[src/rtl/flop_rc.sv]
// Pipeline register with async active-low reset and synchronous clear (bubble insert).
// Latency: one cycle from d to q; reset assertion takes effect immediately, without a clock edge.
// Backpressure: none; loads every cycle, so a stalling stage needs the enabled variant.
module flop_rc #(
    parameter int               WIDTH     = 8,
    parameter logic [WIDTH-1:0] RESET_VAL = '0,
    parameter logic [WIDTH-1:0] CLEAR_VAL = '0
) (
    input  logic             clk,
    input  logic             reset,
    input  logic             clear,
    input  logic [WIDTH-1:0] d,
    output logic [WIDTH-1:0] q
);

    // Stage flops: reset beats clear, and clear beats load, so a flush discards d.
    always_ff @(posedge clk or negedge reset) begin
        if (!reset) begin
            q <= RESET_VAL;
        end else if (clear) begin
            q <= CLEAR_VAL;
        end else begin
            q <= d;
        end
    end

endmodule

[config.mk]
export PLATFORM = sky130hd
export DESIGN_NAME = flop_rc
export DESIGN_NICKNAME = d
export VERILOG_FILES = /design/src/rtl/flop_rc.sv
export SDC_FILE = /design/constraint.sdc
export NUM_CORES = 1
export LEC_CHECK = 0
export BUFFER_PORTS_ARGS = -buffer_cell sky130_fd_sc_hd__buf_2
export CORE_AREA = 2 2 39 41
export CTS_CLUSTER_DIAMETER = 60
export DETAILED_ROUTE_END_ITERATION = 8
export DIE_AREA = 0 0 41 43
export SETUP_SLACK_MARGIN = 0.3
export SLEW_MARGIN = 0
export SYNTH_ARGS = -nofsm -noshare
export SYNTH_HDL_FRONTEND = slang
export SYNTH_SLANG_ARGS = --single-unit
[constraint.sdc]
create_clock -name clk -period 1.1 [get_ports clk]
set_clock_uncertainty 0.05 [all_clocks]
set_input_delay 0.11 -clock clk [delete_from_list [all_inputs] [get_ports clk]]
set_output_delay 0.11 -clock clk [all_outputs]
set_load 0.02 [all_outputs]
==> flow_summary.html <==
<table>
<tr><th>Metric</th><th>Value</th></tr>
<tr><th colspan="2">Outcome</th></tr>
<tr><td>Result of the run</td><td>completed</td></tr>
<tr><th colspan="2">Global routing</th></tr>
<tr><td>Global Route Usage Sum</td><td>7.39%</td></tr>
<tr><td>Wire length of the first global-routing pass</td><td>772 um</td></tr>
<tr><td>Maximum number of pins on one net before global-route repair</td><td>9</td></tr>
<tr><td>Antenna violations before repair</td><td>0</td></tr>
<tr><td>Via count of the first global-routing pass</td><td>194</td></tr>
<tr><td>GRT Residual Overflow</td><td>0</td></tr>
<tr><th colspan="2">Pwr</th></tr>
<tr><td>Worst ir drop on vdd</td><td>0.347 mV</td></tr>
<tr><td>Total power consumption of the routed design</td><td>0.000618 W</td></tr>
<tr><td>Combinational share of power</td><td>14.8%</td></tr>
<tr><td>Leakage</td><td>0.227 nW</td></tr>
<tr><td>Power density cells</td><td>1400 mW/mm^2</td></tr>
<tr><td>Switching part of the total</td><td>21.8%</td></tr>
<tr><td>Sequential share of power</td><td>51.2%</td></tr>
<tr><td>Clock Power Share</td><td>33.9%</td></tr>
<tr><td>Internal power consumption</td><td>0.000484 W</td></tr>
<tr><td>Switching pwr</td><td>0.000134 W</td></tr>
<tr><th colspan="2">Final layout</th></tr>
<tr><td>Layout area overhead</td><td>77.0%</td></tr>
<tr><td>Number of flip-flops in the largest register</td><td>8</td></tr>
<tr><td>Number of nets in the final layout</td><td>51</td></tr>
<tr><td>Fraction of final layout cells sized beyond drive strength 1</td><td>55.3%</td></tr>
<tr><td>Final standard cell utilization of the core</td><td>32.0%</td></tr>
<tr><td>Count of antenna diodes in the layout</td><td>0</td></tr>
<tr><td>Regs by FF count</td><td>q (8)</td></tr>
<tr><td>Final std cells w/o fill</td><td>54</td></tr>
<tr><td>Filler cells</td><td>139</td></tr>
<tr><td>Leading cell types in the layout, fill and taps excluded</td><td>sky130_fd_sc_hd__buf_2 (10), sky130_fd_sc_hd__nor2b_1 (8), sky130_fd_sc_hd__buf_6 (8), sky130_fd_sc_hd__dfrtp_1 (8), sky130_fd_sc_hd__clkbuf_4 (3)</td></tr>
<tr><td>Register with the most flip-flops</td><td>q</td></tr>
<tr><td>Leading cell type in the layout, fill and taps excluded</td><td>sky130_fd_sc_hd__buf_2</td></tr>
<tr><th colspan="2">Clock network</th></tr>
<tr><td>CTS root buffer</td><td>sky130_fd_sc_hd__clkbuf_4</td></tr>
<tr><td>Number of CTS-inserted buffers</td><td>3</td></tr>
<tr><td>Num Clock Sinks</td><td>8</td></tr>
<tr><td>Post-CTS Setup Bufs</td><td>0</td></tr>
<tr><td>Clk buf depth</td><td>2</td></tr>
<tr><td>TritonCTS clock tree</td><td>done</td></tr>
<tr><td>Number of levels in the clock H-tree</td><td>1</td></tr>
<tr><td>Register clock-pin slew on the reported worst setup and hold paths</td><td>50 ps</td></tr>
<tr><th colspan="2">Timing</th></tr>
<tr><td>Setup total negative slack</td><td>0 ps</td></tr>
<tr><td>Final Max Tran Viols</td><td>0</td></tr>
<tr><td>Number of setup violations in the final report</td><td>0</td></tr>
<tr><td>Period Utilization, post-route</td><td>82.5%</td></tr>
<tr><td>Unrepaired setup endpoints after global routing</td><td>yes</td></tr>
<tr><td>Worst Slack Setup Final</td><td>192 ps</td></tr>
<tr><td>Maximum operating frequency</td><td>1100 MHz</td></tr>
<tr><td>Relative slew slack</td><td>88.5%</td></tr>
<tr><td>Actual slew at the worst max-slew pin</td><td>172 ps</td></tr>
<tr><td>Post-route minimum period</td><td>908 ps</td></tr>
<tr><td>Final Hold Viols</td><td>0</td></tr>
<tr><th colspan="2">Drt</th></tr>
<tr><td>Routed wire length per instance</td><td>10.4 um</td></tr>
<tr><td>First-iteration detailed-routing DRC count</td><td>0</td></tr>
<tr><td>Pre-antenna DRT Iters</td><td>1</td></tr>
<tr><td>WL final</td><td>560 um</td></tr>
<tr><td>Residual DRC count</td><td>0</td></tr>
<tr><td>Detail-routed via count per cell</td><td>3.57</td></tr>
<tr><td>Number of antenna-violating nets in the routed design</td><td>0</td></tr>
<tr><td>Detailed-route via count</td><td>193</td></tr>
<tr><th colspan="2">Synthesis</th></tr>
<tr><td>Fraction of the mapped netlist area in adder cells</td><td>0%</td></tr>
<tr><td>Yosys cell types</td><td>2</td></tr>
<tr><td>Cell taking the most area after synthesis</td><td>sky130_fd_sc_hd__dfrtp_1</td></tr>
<tr><td>Fraction of synthesized cell area in xor and xnor cells</td><td>0%</td></tr>
<tr><td>Net count after synthesis</td><td>27</td></tr>
<tr><td>Total standard cell area after synthesis</td><td>250 um^2</td></tr>
<tr><td>Synthesized-area fraction occupied by and/or/nand/nor cells</td><td>20.0%</td></tr>
<tr><td>Mapped Avg Cell Area</td><td>15.6 um^2</td></tr>
<tr><td>Number of warnings issued by yosys</td><td>0</td></tr>
<tr><td>Cells after synthesis</td><td>16</td></tr>
<tr><td>Largest cells by area after synthesis</td><td>sky130_fd_sc_hd__dfrtp_1 (80%), sky130_fd_sc_hd__nor2b_1 (20%)</td></tr>
<tr><td>Portion of netlist area occupied by mux cells</td><td>0%</td></tr>
<tr><td>Synth Register Bits</td><td>8</td></tr>
<tr><td>Area fraction in compound gates after synthesis</td><td>0%</td></tr>
<tr><td>Top-area cell type share of the netlist area</td><td>80.0%</td></tr>
<tr><td>Dominant combinational cell family by area after synthesis</td><td>simple AND/OR/NAND/NOR gates</td></tr>
<tr><td>Sequential-to-total area share from yosys stat</td><td>80.0%</td></tr>
<tr><th colspan="2">Worst hold path</th></tr>
<tr><td>Cell depth of the worst hold path</td><td>2</td></tr>
<tr><td>Worst hold path startpoint</td><td>d[4]</td></tr>
<tr><td>Hold Crit Class</td><td>in -&gt; reg</td></tr>
<tr><td>Worst-case hold path end point</td><td>q[4]</td></tr>
<tr><th colspan="2">Die</th></tr>
<tr><td>Number of placement rows</td><td>14</td></tr>
<tr><td>Vert. Die Dim</td><td>43 um</td></tr>
<tr><td>Core area</td><td>0.00138 mm^2</td></tr>
<tr><td>DIE WIDTH</td><td>41 um</td></tr>
<tr><td>Area of the die</td><td>0.00176 mm^2</td></tr>
<tr><td>Count of pins on the block boundary</td><td>19</td></tr>
<tr><td>Starting density of the core</td><td>18.1%</td></tr>
<tr><th colspan="2">Critical path</th></tr>
<tr><td>Slowest cell on the critical path</td><td>sky130_fd_sc_hd__dfrtp_1</td></tr>
<tr><td>Cell family with the largest share of critical-path delay</td><td>flip-flops</td></tr>
<tr><td>Critical path data required time</td><td>940 ps</td></tr>
<tr><td>Crit path launch type</td><td>flop</td></tr>
<tr><td>Maximum fanout along the worst path</td><td>1</td></tr>
<tr><td>Worst EP arrival</td><td>750 ps</td></tr>
<tr><td>Critical-path cell list</td><td>buf_6</td></tr>
<tr><td>Category of the most critical setup path</td><td>reg -&gt; out</td></tr>
<tr><td>Largest stage delay, worst path</td><td>370 ps</td></tr>
<tr><td>Bufs and invs on worst path</td><td>1</td></tr>
<tr><td>Stages on the worst setup path</td><td>1</td></tr>
<tr><td>Crit end category</td><td>output pin</td></tr>
<tr><th colspan="2">Placement</th></tr>
<tr><td>Worst Setup Slack post-DPL</td><td>440 ps</td></tr>
<tr><td>Gp weighted congestion</td><td>0.605</td></tr>
<tr><td>Cell count after placement</td><td>50</td></tr>
<tr><td>Port Buffer Count</td><td>18</td></tr>
<tr><th colspan="2">Flow run</th></tr>
<tr><td>Number of maximum-capacitance constraint violations</td><td>0</td></tr>
</table>
[layer usage]
metal  vias to the layer above  part of all wire, %  global-route usage [%]
met4                         0                    0                    4.00
li1                         92                    -                       -
met2                        17                   43                    10.0
met3                         0                   15                    5.76
met1                        84                   42                    7.92
met5                         -                    0                       0
[worst max path at each step]
stage               startpoint    to  slack [ps]
finish                    q[3]  q[3]         190
CTS                       q[3]  q[3]         180
detailed placement        q[3]  q[3]         440
floorplan                 q[0]  q[0]         520
global route              q[3]  q[3]         160
global placement          q[5]  q[5]         440
[power by group through the flow]
stage	clock network, W	registers, W	logic (W)
2_1_floorplan	0	0.000338	0.0000100
3_3_place_gp	0	0.000317	0.0000717
3_5_place_dp	0	0.000318	0.0000727
4_1_cts	0.000219	0.000317	0.0000930
5_1_grt	0.000233	0.000318	0.000101
6_report	0.000210	0.000317	0.0000917
[synthesized netlist by cell type]
| cell type | count |
|---|---|
| sky130_fd_sc_hd__nor2b_1 | 8 |
| sky130_fd_sc_hd__dfrtp_1 | 8 |
[what timing repair did]
action,CTS,global route
hold endpoints to repair,8,0
gates resized for setup,16,0
setup endpoints to repair,8,8
pin swaps,0,0
hold buffers,1,0
[area by class of cell]
cell class                 instances  area [um^2]  share of cell area, %
clock buffer                       3         22.5                   5.08
multi-input combinational          8         50.0                   11.3
sequential                         8          200                   45.2
tap                               16         20.0                   4.52
timing repair buffer              19          150                   33.9
[stage by stage]
step / hold WS, ps / cell area (um^2)
6_report: 33.0 / 443
4_1_cts: 31.9 / 443
3_3_place_gp: -95.5 / 360
2_1_floorplan: -236 / 250
5_1_grt: 39.4 / 443
3_5_place_dp: -93.8 / 360
[cell families after synthesis]
family           Yosys count
and+or+nand+nor            8
DFF                        8
(Power assumes the default switching activity.)
